[src/rtl/button_cmd_queue_if.sv]
// Command queue bus: debounced button events and switch data in,
// one command at a time out over a valid/ack handshake.
interface button_cmd_queue_if #(
  parameter int NUM_BTN = 4,
  parameter int DEPTH   = 8,
  parameter int DATA_W  = 8
);
  localparam int ID_W  = $clog2(NUM_BTN);
  localparam int CNT_W = $clog2(DEPTH) + 1;

  logic [NUM_BTN-1:0] btn_evt;
  logic [DATA_W-1:0]  sw;
  logic               cmd_valid;
  logic [ID_W-1:0]    cmd_id;
  logic [DATA_W-1:0]  cmd_data;
  logic               cmd_ack;
  logic [CNT_W-1:0]   count;
  logic               overflow;
  logic               clr_ovf;

  // queue side
  modport master (
    input  btn_evt, sw, cmd_ack, clr_ovf,
    output cmd_valid, cmd_id, cmd_data, count, overflow
  );

  // producer/consumer side
  modport slave (
    output btn_evt, sw, cmd_ack, clr_ovf,
    input  cmd_valid, cmd_id, cmd_data, count, overflow
  );
endinterface

[src/rtl/button_cmd_queue.sv]
// Collects one-cycle button release pulses into per-button pending bits,
// pushes them lowest-index first into a FIFO with a switch snapshot, and
// issues them one at a time through an IDLE/ISSUE/GAP output FSM.
module button_cmd_queue #(
  parameter int NUM_BTN = 4,
  parameter int DEPTH   = 8,
  parameter int DATA_W  = 8
) (
  input logic                clk,
  input logic                rst_n,
  button_cmd_queue_if.master bus
);
  localparam int ID_W  = $clog2(NUM_BTN);
  localparam int PTR_W = $clog2(DEPTH);
  localparam int CNT_W = PTR_W + 1;

  typedef struct packed {
    logic [ID_W-1:0]   id;
    logic [DATA_W-1:0] data;
  } cmd_t;

  typedef enum logic [1:0] {IDLE, ISSUE, GAP} state_t;

  logic [NUM_BTN-1:0] pend, pend_nxt, clr, drop;
  logic [ID_W-1:0]    sel;
  logic               push, pop, full, valid;
  cmd_t               mem [DEPTH];
  cmd_t               cmd_q;
  logic [PTR_W-1:0]   wr_ptr, rd_ptr;
  logic [CNT_W-1:0]   count;
  logic               ovf;
  state_t             state, state_nxt;

  assign full = (count == CNT_W'(DEPTH));
  assign push = (|pend) & ~full;

  // lowest-index pending button wins the push slot
  always_comb begin
    sel = '0;
    for (int i = NUM_BTN - 1; i >= 0; i--)
      if (pend[i]) sel = ID_W'(i);
  end

  // per-button pending latch; an event arriving as its own entry is
  // pushed re-arms the latch rather than counting as a drop
  always_comb begin
    for (int i = 0; i < NUM_BTN; i++) begin
      clr[i]      = push && (sel == ID_W'(i));
      drop[i]     = bus.btn_evt[i] & pend[i] & ~clr[i];
      pend_nxt[i] = bus.btn_evt[i] | (pend[i] & ~clr[i]);
    end
  end

  // pending bits register
  always_ff @(posedge clk or negedge rst_n)
    if (!rst_n) pend <= '0;
    else        pend <= pend_nxt;

  // FIFO storage, contents not reset
  always_ff @(posedge clk)
    if (push) mem[wr_ptr] <= '{id: sel, data: bus.sw};

  // pointers and occupancy; push and pop in one cycle leave count alone
  always_ff @(posedge clk or negedge rst_n)
    if (!rst_n) begin
      wr_ptr <= '0;
      rd_ptr <= '0;
      count  <= '0;
    end else begin
      if (push) wr_ptr <= wr_ptr + 1'b1;
      if (pop)  rd_ptr <= rd_ptr + 1'b1;
      count <= count + CNT_W'(push) - CNT_W'(pop);
    end

  // FSM state register
  always_ff @(posedge clk or negedge rst_n)
    if (!rst_n) state <= IDLE;
    else        state <= state_nxt;

  // FSM next state; ack only matters while a command is presented
  always_comb begin
    state_nxt = state;
    unique case (state)
      IDLE:    if (count != '0) state_nxt = ISSUE;
      ISSUE:   if (bus.cmd_ack) state_nxt = GAP;
      GAP:     state_nxt = IDLE;
      default: state_nxt = IDLE;
    endcase
  end

  // FSM outputs: pop only from IDLE with data available, valid from state
  always_comb begin
    pop   = 1'b0;
    valid = 1'b0;
    unique case (state)
      IDLE:    pop   = (count != '0);
      ISSUE:   valid = 1'b1;
      default: ;
    endcase
  end

  // output command register, loaded from the FIFO head on pop
  always_ff @(posedge clk or negedge rst_n)
    if (!rst_n)   cmd_q <= '0;
    else if (pop) cmd_q <= mem[rd_ptr];

  // sticky overflow; a new drop beats a same-cycle clear
  always_ff @(posedge clk or negedge rst_n)
    if (!rst_n)           ovf <= 1'b0;
    else if (|drop)       ovf <= 1'b1;
    else if (bus.clr_ovf) ovf <= 1'b0;

  assign bus.cmd_valid = valid;
  assign bus.cmd_id    = cmd_q.id;
  assign bus.cmd_data  = cmd_q.data;
  assign bus.count     = count;
  assign bus.overflow  = ovf;
endmodule

[src/flat_wrapper.sv]
// flat-port wrapper written by rule: the top's interface ports become plain ports
module button_cmd_queue_flat 
#(
  parameter int NUM_BTN = 4,
  parameter int DEPTH   = 8,
  parameter int DATA_W  = 8
)
  (clk, rst_n, bus_btn_evt, bus_sw, bus_cmd_ack, bus_clr_ovf, bus_cmd_valid, bus_cmd_id, bus_cmd_data, bus_count, bus_overflow);
  button_cmd_queue_if #(.NUM_BTN(NUM_BTN), .DEPTH(DEPTH), .DATA_W(DATA_W)) bus_i ();
  input logic clk;
  input logic rst_n;
  input wire logic [$bits(bus_i.btn_evt)-1:0] bus_btn_evt;
  input wire logic [$bits(bus_i.sw)-1:0] bus_sw;
  input wire logic [$bits(bus_i.cmd_ack)-1:0] bus_cmd_ack;
  input wire logic [$bits(bus_i.clr_ovf)-1:0] bus_clr_ovf;
  output wire logic [$bits(bus_i.cmd_valid)-1:0] bus_cmd_valid;
  output wire logic [$bits(bus_i.cmd_id)-1:0] bus_cmd_id;
  output wire logic [$bits(bus_i.cmd_data)-1:0] bus_cmd_data;
  output wire logic [$bits(bus_i.count)-1:0] bus_count;
  output wire logic [$bits(bus_i.overflow)-1:0] bus_overflow;
  assign bus_i.btn_evt = bus_btn_evt;
  assign bus_i.sw = bus_sw;
  assign bus_i.cmd_ack = bus_cmd_ack;
  assign bus_i.clr_ovf = bus_clr_ovf;
  assign bus_cmd_valid = bus_i.cmd_valid;
  assign bus_cmd_id = bus_i.cmd_id;
  assign bus_cmd_data = bus_i.cmd_data;
  assign bus_count = bus_i.count;
  assign bus_overflow = bus_i.overflow;
  button_cmd_queue #(.NUM_BTN(NUM_BTN), .DEPTH(DEPTH), .DATA_W(DATA_W)) u_core (.clk(clk), .rst_n(rst_n), .bus(bus_i));
endmodule
[config.mk]
export PLATFORM = sky130hd
export DESIGN_NAME = button_cmd_queue_flat
export DESIGN_NICKNAME = d
export VERILOG_FILES = /design/src/rtl/button_cmd_queue_if.sv /design/src/rtl/button_cmd_queue.sv /design/src/flat_wrapper.sv
export SDC_FILE = /design/constraint.sdc
export NUM_CORES = 1
export LEC_CHECK = 0
export BUFFER_PORTS_ARGS = -buffer_cell sky130_fd_sc_hd__buf_2
export CAP_MARGIN = 20
export CORE_MARGIN = 2
export CORE_UTILIZATION = 55
export CTS_BUF_LIST = sky130_fd_sc_hd__clkbuf_2 sky130_fd_sc_hd__clkbuf_4 sky130_fd_sc_hd__clkbuf_8
export DETAILED_ROUTE_END_ITERATION = 12
export PLACE_DENSITY = 0.74
export SLEW_MARGIN = 20
export SYNTH_ARGS = -nofsm -noshare
export SYNTH_HDL_FRONTEND = slang
export SYNTH_SLANG_ARGS = --single-unit
[constraint.sdc]
create_clock -name clk -period 3.3 [get_ports clk]
set_input_delay 0.495 -clock clk [delete_from_list [all_inputs] [get_ports clk]]
set_output_delay 0.495 -clock clk [all_outputs]
set_load 0.02 [all_outputs]
Word-level counts from Yosys, hierarchy flattened
Memory sizes are Yosys's and may differ from the RTL's. A register that Yosys moved wholly into a read port is not among the register bits.
Index checks and enable logic that the tools add are counted.
{"block": "totals", "reg_bits": 17, "memories": 1, "out_inout_bits": 16, "wordCells": 65, "ram_bits": 80, "input_bits": 16}
{"name": "u_core.mem", "depth": 8, "width": 10, "rd": 1, "rd_clocked_by_memory_dff": 1, "write_ports": 1, "line_no": "button_cmd_queue.sv:27", "rtl": "cmd_t mem [DEPTH];"}
{"block": "op_classes", "reduce_logical": 12, "n_addsub": 4, "mux": 13, "n_eq_ne": 7, "n_bitwise": 22}
{"op": "$and 1x1->1", "n": 13}
{"op": "$mux 2", "n": 6}
{"op": "$reduce_or 4->1", "n": 2}
{"op": "$add 3x1->3 const B", "n": 2}
{"op": "$mux 1", "n": 6}
{"op": "$not 1->1", "n": 5}
{"op": "$add 4x1->4", "n": 1}
{"op": "$eq 2x1->1 const B", "n": 2}
{"op": "$eq 2x2->1 const B", "n": 2}
{"op": "$eq 4x4->1 const B", "n": 1}
{"op": "$logic_and 1x1->1", "n": 4}
{"op": "$logic_not 2->1", "n": 2}
{"op": "$or 1x1->1", "n": 4}
{"op": "$pmux 2 s2", "n": 1}
{"op": "$reduce_bool 4->1", "n": 1}
{"op": "$sub 4x1->4", "n": 1}
{"op": "$ne 2x1->1 const B", "n": 1}
{"op": "$ne 2x2->1 const B", "n": 1}
{"op": "$reduce_and 2->1", "n": 1}
{"op": "$reduce_bool 2->1", "n": 1}
{"op": "$logic_not 1->1", "n": 1}

Longest topological paths before layout
Gate-level depths: netlist of the first run.
{"block": "logic_depth", "depth_word": 10, "mapped_depth": 10, "depth_no_buf": 10}

Worst setup path after synthesis of the first run
No wires, ideal clock.
{"block": "synth_path", "path_type": "flip-flop to flip-flop", "start": "reg u_core.count[2] (netlist: u_core.bus.count[2])", "end": "mem u_core.mem[0][0] (netlist bit) (enable)", "arrival_time_ns": 2.159, "path_buffers": 0, "slack_ns": 0.737, "t_required_ns": 2.896, "setup_ns": 0.404, "period_less_slack_ns": 2.563, "path_stages_with_launch": 6, "path_cell_list": "dfrtp_1 > inv_1 > ha_1 > nor3b_2 > a21o_2 > nor4_1"}
{"block": "synth_between", "elab_chain_len": 5}
{"item": "start: declaration", "line_no": "button_cmd_queue.sv:30", "rtl": "logic [CNT_W-1:0] count;"}
{"item": "start signal: assignment", "line_no": "button_cmd_queue.sv:72", "rtl": "count <= count + CNT_W'(push) - CNT_W'(pop);"}
{"item": "$eq 4x4->1", "line_no": "button_cmd_queue.sv:34", "rtl": "assign full = (count == CNT_W'(DEPTH));"}
{"item": "$not 1->1", "line_no": "button_cmd_queue.sv:35", "rtl": "assign push = (|pend) & ~full;"}
{"item": "$and 1x1->1", "line_no": "button_cmd_queue.sv:35"}
{"item": "$mux 1", "line_no": "button_cmd_queue.sv:61", "rtl": "if (push) mem[wr_ptr] <= '{id: sel, data: bus.sw};"}
{"item": "$mux 1 (implied by the code)", "line_no": "button_cmd_queue.sv:61"}
{"item": "end: declaration", "line_no": "button_cmd_queue.sv:27"}
No other way between the ends.

Final worst setup path of the first run
{"block": "layout_path", "start": "reg u_core.count[2] (netlist: u_core.bus.count[2])", "end": "reg u_core.count[2] (netlist: u_core.bus.count[2])"}
{"block": "layout_between", "elab_cells_between_ends": 7, "classes_between": "2 x add/sub; 1 x eq/ne; 1 x mux; 2 x bitwise; 1 x reduce/logical"}
{"item": "$reduce_bool 4->1", "line_no": "button_cmd_queue.sv:96", "rtl": "IDLE: pop = (count != '0);"}
{"item": "$mux 1", "line_no": "button_cmd_queue.sv:95", "rtl": "unique case (state)"}
{"item": "via u_core.pop", "line_no": "button_cmd_queue.sv:26", "rtl": "logic push, pop, full, valid;"}
{"item": "$sub 4x1->4", "line_no": "button_cmd_queue.sv:72"}
The timed path passes the listed nets, and every way through them passes these cells.
A chain may end at the register's enable or synchronous reset.

==> results of run 1 <==
-- where the power goes --
group,total (W),internal [W],switching [W]
Combinational,0.00157,0.000717,0.000852
Sequential,0.00217,0.00191,0.000257
Clock,0.000781,0.000317,0.000464
-- sequential cells by signal, summed over array words and instances, names as in the netlist --
register and cells:
u_core.bus.cmd_id 2, u_core.rd_ptr 3, u_core.state 2, u_core.mem 80
u_core.bus.count 4, u_core.pend 4, u_core.bus.cmd_data 8, u_core.bus.overflow 1
u_core.wr_ptr 3
-- layout make-up --
class	count	share of cell area, %
sequential	107	64.5
clock buffer	10	2.88
clock inverter	6	1.36
multi-input combinational	112	22.6
tap	102	2.67
inverter	13	1.02
timing repair buffer	42	4.98
-- worst max path at each step --
| stage | start | slack (ns) | endpoint | cells past startpoint |
|---|---|---|---|---|
| after floorplan | u_core.bus.count[2]$_DFF_PN0_ | 0.74 | u_core.mem[0][0]$_DFFE_PP_ | 5 |
| after global placement | u_core.bus.count[2]$_DFF_PN0_ | 0.80 | u_core.bus.count[2]$_DFF_PN0_ | 10 |
| after detailed placement | u_core.bus.count[2]$_DFF_PN0_ | 0.72 | u_core.bus.count[1]$_DFF_PN0_ | 10 |
| after CTS | u_core.bus.count[2]$_DFF_PN0_ | 0.69 | u_core.bus.count[2]$_DFF_PN0_ | 10 |
| after global routing | u_core.bus.count[1]$_DFF_PN0_ | 0.47 | u_core.bus.count[2]$_DFF_PN0_ | 9 |
| final | u_core.bus.count[2]$_DFF_PN0_ | 0.71 | u_core.bus.count[2]$_DFF_PN0_ | 10 |
-- cells by family (layout without fill, tap and decap cells) --
logic type / Yosys count / in the layout
xor gates and xnor gates: 6 / 6
adders and majority gates: 9 / 9
buffers and inverters: 20 / 71
and+or+nand+nor: 43 / 43
AOI/OAI and AO/OA: 24 / 24
muxes: 30 / 30
DFF: 107 / 107
-- per-layer routing --
layer / part of all wire (%) / GRT usage (%) / vias to the layer above
met1: 46 / 26.3 / 1042
li1: - / - / 1001
met4: 2.2 / 8.96 / 0
met2: 46 / 27.1 / 48
met3: 5.4 / 3.70 / 10
met5: 0 / 0 / -
-- synthesized netlist by cell type (2+ instances only) --
library cell / n
a21o_1: 3
a21oi_1: 2
buf_2: 4
buf_6: 2
dfrtp_1: 27
edfxtp_1: 80
ha_1: 8
inv_1: 13
mux2i_1: 10
mux4_2: 19
nand2_1: 21
nand2b_1: 6
nor2_1: 7
nor3_1: 5
o21ai_0: 3
o21ai_1: 10
xnor2_1: 5
-- critical path: stages, from the launching register on --
cell,delay [ns]
dfrtp_1,0.39
inv_1,0.10
ha_1,0.15
a211o_1,0.59
inv_1,0.18
ha_1,0.31
inv_1,0.05
ha_1,0.15
inv_1,0.06
fa_1,0.38
xnor2_1,0.13
-- per-stage QoR --
stage,cells,util [%],setup slack (ns)
2_1_floorplan,239,-,0.737
4_1_cts,392,62.8,0.694
3_5_place_dp,376,60.1,0.722
6_report,392,62.8,0.706
5_1_grt,392,62.8,0.474
3_3_place_gp,376,60.1,0.801
-- cell usage in the layout, fill, tap and decap left out, types with 3 or more instances in the layout --
cell,n
mux2i_1,10
o21ai_1,10
buf_2,31
nand2_1,21
dfrtp_1,27
o21ai_0,3
xnor2_1,5
edfxtp_1,80
nor2_1,7
a21o_1,3
mux4_2,19
buf_4,11
nor3_1,5
inv_1,13
nand2b_1,6
clkbuf_8,10
ha_1,8
==> results.tsv, run 1 <==
stage	metric	value	unit
status	status	finished clean	
timing	Layout Skew	0.0125	ns
finish	area of the multi-input gates	1080	um2
grt	Tot GR Track Use	18.3	%
synth	EDFF count, synth	80	
critical_path	r2r worst-path depth	10	
critical_path	critical path required time	3.57	ns
synth	post-synthesis cell area	4250	um2
timing	final worst path period share	78.6	%
floorplan	core area	7610	um2
pwr	total power	0.00452	W
route	drt pass-1 iters	4	
place	dpl hpwl	4360	um
grt	largest net degree at the start of global routing	28	
synth	largest family of logic cells by synthesized area	multiplexers	
clocking	hold buffer count at CTS	0	
timing	Setup TNS	0	ns
synth	xor/xnor cell area share of the yosys netlist	1.24	%
finish	FILL cells	564	
synth	Cells after Synth	239	
finish	Area Overhead vs Synth	12.3	%
pwr	Lkg Pwr	1.83	nW
synth	Seq/Total Area, Yosys	72.4	%
floorplan	Die X-Extent	91.9	um
grt	global route overflow	0	
finish	Final Instance Area	4770	um2
synth	Syn Nets	264	
clocking	postcts setup bufs	0	
pwr	pwr/cell area	946	nW/um2
timing	Max Fclk	385	MHz
synth	Seq cells post-synth	107	
synth	simple-gate area share of the yosys netlist	4.65	%
critical_path	FF-to-FF Start	u_core.bus.count[2]$_DFF_PN0_	
grt	initial antenna violation count	0	
synth	post-synth top area share	56.5	%
clocking	deepest clock path buffer count	2	
clocking	Clock Tree Root	clkbuf_8	
synth	Synth Flop Type	edfxtp_1	
place	# port buffers	31	
route	drt total wl	6900	um
critical_path	Worst Path Max Fanout	24	
floorplan	# IOs	32	
synth	Adder-Cell Fraction of Synth Area	2.83	%
critical_path	R2R Path End	u_core.bus.count[2]$_DFF_PN0_	
critical_path	crit path launch type	flop	
route	DR vias	2101	
finish	Ant. Diodes	0	
route	Final ANT Viol Nets	0	
clocking	TritonCTS clock tree	yes	
route	via/cell ratio	5.36	
timing	final hold slack	0.116	ns
synth	top cells by area, synth	edfxtp_1 57%, dfrtp_1 16%, mux4_2 10%	
worst_hold_path	Worst Hold Class	in2async	
synth	Synth area leader	edfxtp_1	
clocking	CTS-repair resized insts	0	
floorplan	die area	8450	um2
synth	Mapped Avg Cell Area	17.8	um2
grt	first-pass GRT wire length	11000	um
clocking	clk_lat worst skew	0.37	ns
timing	Worst Tran Pin Value	0.960	ns
place	RePlAce Congestion	0.742	
timing	Final Hold Vio Count	0	
finish	Reg area	3080	um2
pwr	Max VDD drop	331	uV
clocking	cts bufs inserted	9	
critical_path	worst endpoint data arrival time	2.86	ns
route	Residual DRC	0	
floorplan	die height	91.9	um
clocking	clk slew on worst S/H paths	0.10	ns
critical_path	endpoint type of the worst setup path	flop	
timing	min cycle time layout	2.59	ns
timing	relative slew slack	35.5	%
synth	ys async rst share	25.2	%
synth	Cell variety after synth	31	
synth	post-synthesis mux area share	13.0	%
clocking	Sink Count	107	
critical_path	reg-to-reg setup timing slack	0.71	ns
timing	# setup viols final	0	
finish	layout cells sized above 1	27.6	%
flow_run	maximum capacitance violations	0	
floorplan	Starting Density	55.9	%
grt	vias in the first global route	2103	
place	placed instance area	4570	um2
floorplan	placement row count	32	
timing	max-slew violations	0	
critical_path	Setup CP Type	reg2reg	
clocking	H-tree level count	3	
synth	Compound-Gate Fraction of Synth Area	3.50	%
route	Wirelength per Cell	17.6	um
synth	synth warn	0	
finish	Layout Nets	310	
route	DRT iter0 DRCs	172	
timing	RSZ-0062 raised after global routing	false	
(Power assumes the default switching activity.)
==> run 2, diff against run 1 <==
--- a/config.mk
+++ b/config.mk
@@ -11,7 +11,7 @@
 export CORE_UTILIZATION = 55
 export CTS_BUF_LIST = sky130_fd_sc_hd__clkbuf_2 sky130_fd_sc_hd__clkbuf_4 sky130_fd_sc_hd__clkbuf_8
 export DETAILED_ROUTE_END_ITERATION = 12
-export PLACE_DENSITY = 0.74
+export PLACE_DENSITY = 0.77
 export SLEW_MARGIN = 20
 export SYNTH_ARGS = -nofsm -noshare
 export SYNTH_HDL_FRONTEND = slang
==> constraint.sdc (replaced) <==
create_clock -name clk -period 2.37 [get_ports clk]
set_input_delay 0.3555 -clock clk [delete_from_list [all_inputs] [get_ports clk]]
set_output_delay 0.3555 -clock clk [all_outputs]
set_load 0.02 [all_outputs]
==> run 2 against run 1 <==
Compared with the run above:
- the flow now finishes with violations (hold timing)
- worst hold slack lost 0.13 ns
- total power rose by 41%
- global-route usage increased by 0.31 points
- sequential power up 36%
- sequential share of layout area is 0.12 points lower
- combinational power grew 45%
- setup slack lost 0.47 ns
- clock skew hardly changed
- wire length rose by 4.6%
- sequential cell count unchanged
- clock power increased by 47%
==> results.tsv, run 2 (synthesized netlist as in run 1, its figures left out) <==
stage	metric	value	unit	change
clocking	TritonCTS clock tree	yes		unchanged
route	drt total wl	7220	um	was 6900 um
timing	Setup TNS	0	ns	unchanged
timing	# setup viols final	0		unchanged
critical_path	R2R Path End	u_core.bus.count[3]$_DFF_PN0_		was u_core.bus.count[2]$_DFF_PN0_
floorplan	die area	8450	um2	unchanged
critical_path	reg-to-reg setup timing slack	0.24	ns	was 0.71 ns
finish	non-filler cells, final	392		unchanged
route	Final ANT Viol Nets	0		unchanged
clocking	Clock Tree Root	clkbuf_8		unchanged
place	RePlAce Congestion	0.758		was 0.742
finish	Post-Route Utilization	62.9	%	was 62.8%
flow_run	maximum capacitance violations	0		unchanged
route	DRT iter0 DRCs	151		was 172
clocking	deepest clock path buffer count	2		unchanged
finish	max reg flops	80		unchanged
finish	commonest non-fill, non-tap cell in the layout	edfxtp_1		unchanged
clocking	cts bufs inserted	9		unchanged
clocking	H-tree level count	3		unchanged
place	post-placement cell count	376		unchanged
floorplan	core area	7610	um2	unchanged
place	# port buffers	31		unchanged
finish	Ant. Diodes	0		unchanged
worst_hold_path	Worst Hold Class	in2async		unchanged
grt	largest net degree at the start of global routing	28		unchanged
timing	max-slew violations	0		unchanged
status	status	finished, violations left		was finished clean
pwr	Lkg Pwr	1.83	nW	about the same
timing	final hold slack	-0.0123	ns	was 0.116 ns
route	Residual DRC	0		unchanged
finish	Biggest register	u_core.mem		unchanged
finish	commonest cells after routing, fill and taps aside	80 x edfxtp_1, 31 x buf_2, 27 x dfrtp_1, 21 x nand2_1, 19 x mux4_2		unchanged
grt	first-pass GRT wire length	11300	um	was 11,000 um
clocking	CTS-repair resized insts	0		unchanged
floorplan	placement row count	32		unchanged
finish	Area Overhead vs Synth	12.5	%	was 12.3%
grt	met3 GRT Util	3.20	%	was 3.70%
route	via/cell ratio	5.48		was 5.36
grt	GRT met2 Usage	30.3	%	was 27.1%
floorplan	Die X-Extent	91.9	um	unchanged
critical_path	crit path launch type	flop		unchanged
timing	relative slew slack	47.6	%	was 35.5%
grt	global route overflow	0		unchanged
grt	GR peak layer	met2		unchanged
critical_path	critical path required time	2.66	ns	was 3.57 ns
grt	vias in the first global route	2167		was 2,103
clocking	clk slew on worst S/H paths	0.11	ns	was 0.10 ns
pwr	Max VDD drop	456	uV	was 331 uV
critical_path	endpoint type of the worst setup path	flop		unchanged
critical_path	worst endpoint data arrival time	2.42	ns	was 2.86 ns
clocking	Sink Count	107		unchanged
critical_path	Worst Path Max Fanout	3		was 24
grt	initial antenna violation count	0		unchanged
grt	GRT met1 Usage	25.0	%	was 26.3%
route	Wirelength per Cell	18.4	um	was 17.6 um
finish	layout cells sized above 1	27.9	%	was 27.6%
place	dpl hpwl	4560	um	was 4360 um
critical_path	FF-to-FF Start	u_core.bus.count[2]$_DFF_PN0_		unchanged
timing	Layout Skew	0.0121	ns	was 0.0125 ns
timing	Final Hold Vio Count	16		was 0
pwr	pwr/cell area	1330	nW/um2	was 946 nW/um2
floorplan	Starting Density	55.9	%	unchanged
clocking	hold buffer count at CTS	0		unchanged
grt	Tot GR Track Use	18.6	%	was 18.3%
status	failing checks	hold timing		
route	drt pass-1 iters	4		unchanged
clocking	postcts setup bufs	0		unchanged
clocking	clk_lat worst skew	0.37	ns	about the same
timing	Final Worst Setup Slack	0.238	ns	was 0.706 ns
critical_path	Setup CP Type	reg2reg		unchanged
timing	RSZ-0062 raised after global routing	false		unchanged
timing	final worst path period share	90.0	%	was 78.6%
timing	Worst Tran Pin Value	0.780	ns	was 0.960 ns
floorplan	# IOs	32		unchanged
critical_path	r2r worst-path depth	10		unchanged
finish	Layout Nets	310		unchanged
place	worst slack, placed	0.246	ns	was 0.722 ns
route	DR vias	2150		was 2,101
timing	min cycle time layout	2.13	ns	was 2.59 ns
floorplan	die height	91.9	um	unchanged
timing	Max Fclk	469	MHz	was 385 MHz
-- run 2: cell types whose count changed in the layout (fill, tap and decap cells not counted) --
cell,before,now
nor3_1,5,4
clkinvlp_4,0,1
clkinv_8,1,0
inv_6,1,2
clkbuf_8,10,9
clkinv_4,2,0
clkinv_2,0,1
nor3_2,0,1
bufinv_16,0,1
-- run 2: power by group --
part / internal [W] / switching [W]
Sequential: 0.00266 / 0.000293
Clock: 0.000509 / 0.000642
Combinational: 0.00100 / 0.00127
Total: 0.00417 / 0.00220
-- run 2: how the worst max path moves through the flow --
stage / start / endpoint / slack [ns]
floorplan: u_core.bus.count[2]$_DFF_PN0_ / u_core.mem[2][0]$_DFFE_PP_ / 0.06
finish: u_core.bus.count[2]$_DFF_PN0_ / u_core.bus.count[3]$_DFF_PN0_ / 0.24
global route: u_core.bus.count[1]$_DFF_PN0_ / u_core.bus.count[3]$_DFF_PN0_ / 0.06
global placement: u_core.bus.count[2]$_DFF_PN0_ / u_core.bus.count[2]$_DFF_PN0_ / 0.33
detailed placement: u_core.bus.count[2]$_DFF_PN0_ / u_core.bus.count[3]$_DFF_PN0_ / 0.25
CTS: u_core.bus.count[2]$_DFF_PN0_ / u_core.bus.count[3]$_DFF_PN0_ / 0.23
-- run 2: critical path, stage by stage, from the launching register on --
cell and delay [ns]:
dfrtp_1 0.36, inv_1 0.08, ha_1 0.19, a211o_1 0.28, inv_1 0.10, ha_1 0.20
inv_1 0.06, ha_1 0.26, a21o_1 0.17, a21oi_1 0.17, xor2_1 0.18
-- run 2: layer usage --
| metal | up-vias | part of all wire [%] |
|---|---|---|
| met1 | 1085 | 42 |
| met3 | 9 | 5.0 |
| met5 | - | 0 |
| li1 | 996 | - |
| met2 | 60 | 51 |
| met4 | 0 | 2.0 |
-- run 2: cell type report --
cell class | count | area, um2
Clock inverter | 7 | 82.6
Tap cell | 102 | 128
Clock buffer | 9 | 124
Timing Repair Buffer | 42 | 238
Fill cell | 541 | 2820
Sequential cell | 107 | 3080
Inverter | 13 | 48.8
Multi-Input combinational cell | 112 | 1080
-- run 2: stage by stage --
stage / instance area [um2] / power, W
after floorplan: 4260 / 0.00461
after global placement: 4580 / 0.00521
after detailed placement: 4580 / 0.00532
after CTS: 4780 / 0.00645
after global routing: 4780 / 0.00676
final: 4780 / 0.00638
